[src/rtl/prefetch_unit.sv]
// Instruction prefetch unit: ring of fetch slots with reserve/fill/drain pointers,
// redirect flush with in-flight response dropping, and a direct-mapped BTB predictor.
module prefetch_unit #(
  parameter int unsigned      XLEN        = 32,
  parameter logic [XLEN-1:0]  RESET_PC    = 32'h00000040,
  parameter int unsigned      QDEPTH      = 4,
  parameter int unsigned      BTB_ENTRIES = 16
) (
  input  logic            clk,
  input  logic            rst_n,
  input  logic            redirect_valid,
  input  logic [XLEN-1:0] redirect_pc,
  input  logic            btb_upd_valid,
  input  logic [XLEN-1:0] btb_upd_pc,
  input  logic [XLEN-1:0] btb_upd_target,
  input  logic            btb_upd_taken,
  output logic            imem_req_valid,
  input  logic            imem_req_ready,
  output logic [XLEN-1:0] imem_req_addr,
  input  logic            imem_rsp_valid,
  input  logic [31:0]     imem_rsp_data,
  output logic            id_valid,
  input  logic            id_ready,
  output logic [XLEN-1:0] id_pc,
  output logic [31:0]     id_ins,
  output logic            id_predict_taken,
  output logic [XLEN-1:0] id_predict_target
);
  localparam int unsigned QW = $clog2(QDEPTH);
  localparam int unsigned PW = QW + 1;
  localparam int unsigned DW = PW + 1;
  localparam int unsigned BW = $clog2(BTB_ENTRIES);
  localparam int unsigned TW = XLEN - BW - 2;

  typedef struct packed {
    logic [XLEN-1:0] pc;
    logic            taken;
    logic [XLEN-1:0] target;
  } slot_t;

  slot_t           slot_q [QDEPTH];
  logic [31:0]     ins_q  [QDEPTH];
  logic [XLEN-1:0] pc;
  logic [PW-1:0]   wptr, fptr, rptr, used, unfilled;
  logic [DW-1:0]   drop_cnt, drop_nxt;
  logic            issue, fill, drain, rsp_sub;

  logic [BTB_ENTRIES-1:0] btb_v;
  logic [TW-1:0]          btb_tag [BTB_ENTRIES];
  logic [XLEN-1:0]        btb_tgt [BTB_ENTRIES];
  logic [1:0]             btb_ctr [BTB_ENTRIES];
  logic [BW-1:0]          lk_idx, up_idx;
  logic                   lk_hit, up_hit, pred_taken;
  logic [XLEN-1:0]        pc_plus4, pred_target;
  logic [1:0]             up_ctr_nxt;
  logic                   unused_addr_lsbs;

  assign unused_addr_lsbs = ^{redirect_pc[1:0], btb_upd_pc[1:0]};

  // BTB lookup on the current fetch pc
  assign lk_idx      = pc[BW+1:2];
  assign lk_hit      = btb_v[lk_idx] && (btb_tag[lk_idx] == pc[XLEN-1:BW+2]);
  assign pred_taken  = lk_hit && btb_ctr[lk_idx][1];
  assign pc_plus4    = pc + XLEN'(4);
  assign pred_target = pred_taken ? btb_tgt[lk_idx] : pc_plus4;

  assign up_idx = btb_upd_pc[BW+1:2];
  assign up_hit = btb_v[up_idx] && (btb_tag[up_idx] == btb_upd_pc[XLEN-1:BW+2]);
  always_comb begin
    up_ctr_nxt = btb_ctr[up_idx];
    if (btb_upd_taken) begin
      if (btb_ctr[up_idx] != 2'b11) up_ctr_nxt = btb_ctr[up_idx] + 2'b01;
    end else begin
      if (btb_ctr[up_idx] != 2'b00) up_ctr_nxt = btb_ctr[up_idx] - 2'b01;
    end
  end

  assign used           = wptr - rptr;
  assign unfilled       = wptr - fptr;
  assign imem_req_valid = rst_n && !redirect_valid && (drop_cnt == '0) && (used < PW'(QDEPTH));
  assign imem_req_addr  = {pc[XLEN-1:2], 2'b00};
  assign issue          = imem_req_valid && imem_req_ready;
  assign fill           = imem_rsp_valid && !redirect_valid && (drop_cnt == '0) && (unfilled != '0);
  assign id_valid       = (rptr != fptr) && !redirect_valid;
  assign drain          = id_valid && id_ready;

  // A response arriving in the redirect cycle belongs to the old stream and is consumed here
  assign rsp_sub  = imem_rsp_valid && ((drop_cnt != '0) || (unfilled != '0));
  assign drop_nxt = drop_cnt + DW'(unfilled) - DW'(rsp_sub);

  assign id_pc             = slot_q[rptr[QW-1:0]].pc;
  assign id_predict_taken  = slot_q[rptr[QW-1:0]].taken;
  assign id_predict_target = slot_q[rptr[QW-1:0]].target;
  assign id_ins            = ins_q[rptr[QW-1:0]];

  always_ff @(posedge clk or negedge rst_n) begin
    if (!rst_n) begin
      pc       <= RESET_PC;
      wptr     <= '0;
      fptr     <= '0;
      rptr     <= '0;
      drop_cnt <= '0;
    end else if (redirect_valid) begin
      pc       <= {redirect_pc[XLEN-1:2], 2'b00};
      wptr     <= '0;
      fptr     <= '0;
      rptr     <= '0;
      drop_cnt <= drop_nxt;
    end else begin
      if (issue) begin
        pc   <= pred_target;
        wptr <= wptr + 1'b1;
      end
      if (fill)  fptr <= fptr + 1'b1;
      if (drain) rptr <= rptr + 1'b1;
      if (imem_rsp_valid && (drop_cnt != '0)) drop_cnt <= drop_cnt - 1'b1;
    end
  end

  always_ff @(posedge clk) begin
    if (issue) slot_q[wptr[QW-1:0]] <= '{pc: pc, taken: pred_taken, target: pred_target};
    if (fill)  ins_q[fptr[QW-1:0]]  <= imem_rsp_data;
  end

  always_ff @(posedge clk or negedge rst_n) begin
    if (!rst_n)                              btb_v         <= '0;
    else if (btb_upd_valid && btb_upd_taken) btb_v[up_idx] <= 1'b1;
  end

  // Not-taken misses leave the entry untouched; taken updates (re)write tag and target
  always_ff @(posedge clk) begin
    if (btb_upd_valid) begin
      if (btb_upd_taken) begin
        btb_tag[up_idx] <= btb_upd_pc[XLEN-1:BW+2];
        btb_tgt[up_idx] <= btb_upd_target;
      end
      if (up_hit)             btb_ctr[up_idx] <= up_ctr_nxt;
      else if (btb_upd_taken) btb_ctr[up_idx] <= 2'b10;
    end
  end
endmodule

[config.mk]
export PLATFORM = sky130hd
export DESIGN_NAME = prefetch_unit
export DESIGN_NICKNAME = d
export VERILOG_FILES = /design/src/rtl/prefetch_unit.sv
export SDC_FILE = /design/constraint.sdc
export NUM_CORES = 2
export LEC_CHECK = 0
export BUFFER_PORTS_ARGS = -buffer_cell sky130_fd_sc_hd__buf_2
export CORE_AREA = 10 10 375 377
export CTS_BUF_LIST = sky130_fd_sc_hd__clkbuf_8
export DETAILED_ROUTE_END_ITERATION = 8
export DIE_AREA = 0 0 385 387
export SETUP_SLACK_MARGIN = 0.15
export SYNTH_ARGS = -nofsm -noshare
export SYNTH_HDL_FRONTEND = slang
export SYNTH_SLANG_ARGS = --single-unit
[constraint.sdc]
create_clock -name clk -period 9.3 [get_ports clk]
set_input_delay 0.93 -clock clk [delete_from_list [all_inputs] [get_ports clk]]
set_output_delay 0.93 -clock clk [all_outputs]
set_load 0.01 [all_outputs]
==> metrics <==
status=finished, final reports clean; number of synthesized flops with an enable pin=1348; period utilization=64.0%; Critical Path Source=pc[2]; CP most frequent cell=buf_4; reg2reg start=pc[2]; crit path to=slot_q[2][2]; WP depth=10; setup violators final=0; RSZ-0062 raised after global routing=false; most frequent cell after synthesis=edfxtp_1; Worst-Skew Late Latency=0.96 ns; num rows=between 100 and 150; Max Clk Rate=168 MHz; Yosys top cell by area=edfxtp_1; top cells by area, synth=edfxtp_1 68%, mux4_2 18%, dfrtp_1 2.5%; ys async rst share=4.33%; Combinational Power Share=11.0%; starting density of the core=44.8%; Fin. Hold Viols=0; CTS Root Cell=clkbuf_8; clk buf depth=3; cell leakage power=22.2 nW; #FFs+latches synth=1409; worst-path fanout max=38; pwr dens=~210 nW/um2; total grt overflow=0; DR vias=31563; global-route wire length before repair=around 240000 um; CP bufs+invs=2; DP HPWL=101000 um; die height=387 um; Sw Share=24.8%; ys flop type=edfxtp_1; Worst path max stage delay=0.85 ns; Max Cap Viol=0; CP Cell Sequence=buf_4 -> mux4_2 -> and3_1 -> a41o_1 -> or4_1 -> or4b_1 -> nor4_2 -> nand4_1 -> buf_4 -> a21oi_1; YS warnings=0; Synth cell types=75; R2R setup slack=3.35 ns; Reg2Reg Capture Point=slot_q[2][2]; number of CTS-inserted buffers=218; maximum VDD drop=0.117 mV; total of cells resized after clock tree synthesis=0; H-tree depth=4; die area=between 100000 and 150000 um2; total wire length=between 150000 and 200000 um; synthesized area per cell=between 20 and 25 um2; FF-to-FF path depth=10; largest family of logic cells by synthesized area=multiplexers; DRT iter0 DRCs=3423; hold bufs inserted after CTS=0; Tmin final=5.95 ns; TNS Setup=0 ns; CTS sink cnt=1409; post-synthesis cell count=2885; largest net degree at the start of global routing=around 150; Crit-path slowest cell=nand4_1; Core Box Area=133000 um2; setup bufs post-CTS=0; Least-Margin Pin Slew=between 1 and 1.5 ns; DRT antenna net count=0; fin util=~50%; All-Layer GR Usage=22.0%; # port buffers=260; Critical Path RT=9.95 ns; Routability Congestion=0.855; Worst setup EP type=flip-flop; Crit path max-delay family=simple AND/OR/NAND/NOR gates; max_slew headroom=21.4%; sequential share of power=52.0%; Residual DRC=0; Design Power=13.8 mW; DR pass1 iterations=6; post-synthesis mux area share=between 20% and 30%; number of global-route vias before repair=roughly 33000; synthesized area=roughly 60000 um2; Worst setup SP type=flip-flop; Filler cells=10586; Worst Path Arrival=6.60 ns; Cell Int Power=around 10 mW; Die X=slightly below 400 um; XOR/XNOR share of the synthesized area=1.35%; vias per cell=~6.1; synth cell count leaders=1348 x edfxtp_1, 469 x mux4_2, 86 x clkbuf_1; final net count=3387; initial antenna violation count=35; NetSw=around 3.4 mW; Area Overhead vs Synth=12.7%; simple-gate share of the synthesized area=2.76%; number of I/O pins=267; Post-Synth Adder-Cell Area=0.467%; post-synthesis sequential area ratio=a little over two thirds; share of cells above drive strength 1=35.2%; Pins Over Slew Limit=0; Setup CP Type=flip-flop to flip-flop; clock-pin slew on the worst setup and hold paths=approximately 0.060 ns; detailed-route wire length per cell=about 32 um; TritonCTS clock tree=done; clock power share=37.0%; top-area cell type share of the netlist area=68.0%; worst-case clock skew=0.0485 ns; worst min-delay path class=primary input to async pin; Compound-Gate Fraction of Synth Area=approximately 2.5%
-- worst min path at each step --
stage                     slack (ns)  cells after the start      endpoint
after floorplan                 0.44                      1   drop_cnt[3]
after global placement          0.47                      1   drop_cnt[3]
after detailed placement        0.46                      1   drop_cnt[3]
after CTS                       0.13                      1  ins_q[1][29]
after global routing            0.17                      1  ins_q[1][22]
final                           0.19                      2       rptr[2]
-- power by group through the flow --
stage               clock [mW]  sequential (mW)  combinational [mW]
finish                    5.11             7.19                1.51
global route              5.51             7.19                1.61
CTS                       5.20             7.19                1.52
detailed placement           0             7.32                1.51
global placement             0             7.31                1.48
floorplan                    0             7.26               0.997
-- layout by cell type (no fill, tap or decap), types with 11 or more instances in the layout --
cell,netlist,routed
edfxtp_1,1348,1348
mux4_2,469,469
buf_2,42,257
clkbuf_8,0,230
inv_1,34,111
mux2i_1,79,79
buf_4,40,72
xnor2_1,65,65
mux2_2,64,64
nor2_1,70,57
clkinv_1,1,54
dfrtp_1,60,54
nand2_1,52,52
xor2_1,27,27
nand4_1,26,26
nand3_1,25,25
a22o_1,25,25
a21oi_1,23,23
a21o_1,23,23
or2_2,21,21
o21ai_0,19,19
ha_1,19,19
o22ai_1,17,17
a22oi_1,16,16
clkinv_2,0,16
nor2b_1,15,15
nor3_1,18,14
and3_1,18,14
bufinv_16,0,14
a221oi_1,13,13
nor2_4,0,12
and4_1,11,11
-- cells by family (layout without fill, tap and decap cells) --
kind of cell,after synthesis,in the layout
flip-flops,1409,1409
multiplexers,617,617
AND/OR/NAND/NOR,306,306
buffers and inverters,246,773
AO/OA/AOI/OAI,193,193
XOR/XNOR,92,92
adder cells (fa/ha/maj),21,21
other,1,12
-- stage by stage --
stage | cell area, um2 | setup WS (ns) | cells | hold WS (ns)
finish | 67100 | 3.35 | 5191 | 0.192
global route | 67100 | 3.13 | 5183 | 0.165
CTS | 67100 | 3.46 | 5181 | 0.130
detailed placement | 62800 | 3.28 | 4778 | 0.457
global placement | 62800 | 3.29 | 4778 | 0.465
floorplan | 59500 | 1.95 | 2886 | 0.443
-- sequential cells by signal, summed over array words and instances (netlist names) --
signal / cells
pc: 32
btb_tag: 416
fptr: 3
btb_v: 16
rptr: 3
drop_cnt: 4
btb_tgt: 512
btb_ctr: 32
wptr: 3
ins_q: 128
slot_q: 260
-- per-layer routing --
| layer | vias up | track usage [%] | share of wire (%) |
|---|---|---|---|
| li1 | 12824 | - | - |
| met1 | 16825 | 30.0 | 39 |
| met2 | 1586 | 34.6 | 48 |
| met3 | 296 | 5.64 | 10 |
| met4 | 32 | 7.23 | 2.9 |
| met5 | - | 0 | 0.11 |
-- area by class of cell --
cell class | instances | area, um2 | area share [%]
Antenna cell | 10 | 25.0 | 0.0373
Clock buffer | 229 | 3150 | 4.70
Sequential cell | 1409 | 42000 | 62.6
Clock inverter | 174 | 1150 | 1.72
Tap cell | 1768 | 2210 | 3.30
Inverter | 37 | 141 | 0.211
Multi-Input combinational cell | 1231 | 16500 | 24.6
Timing Repair Buffer | 333 | 1900 | 2.83
Power figures use the tool's default switching activity.
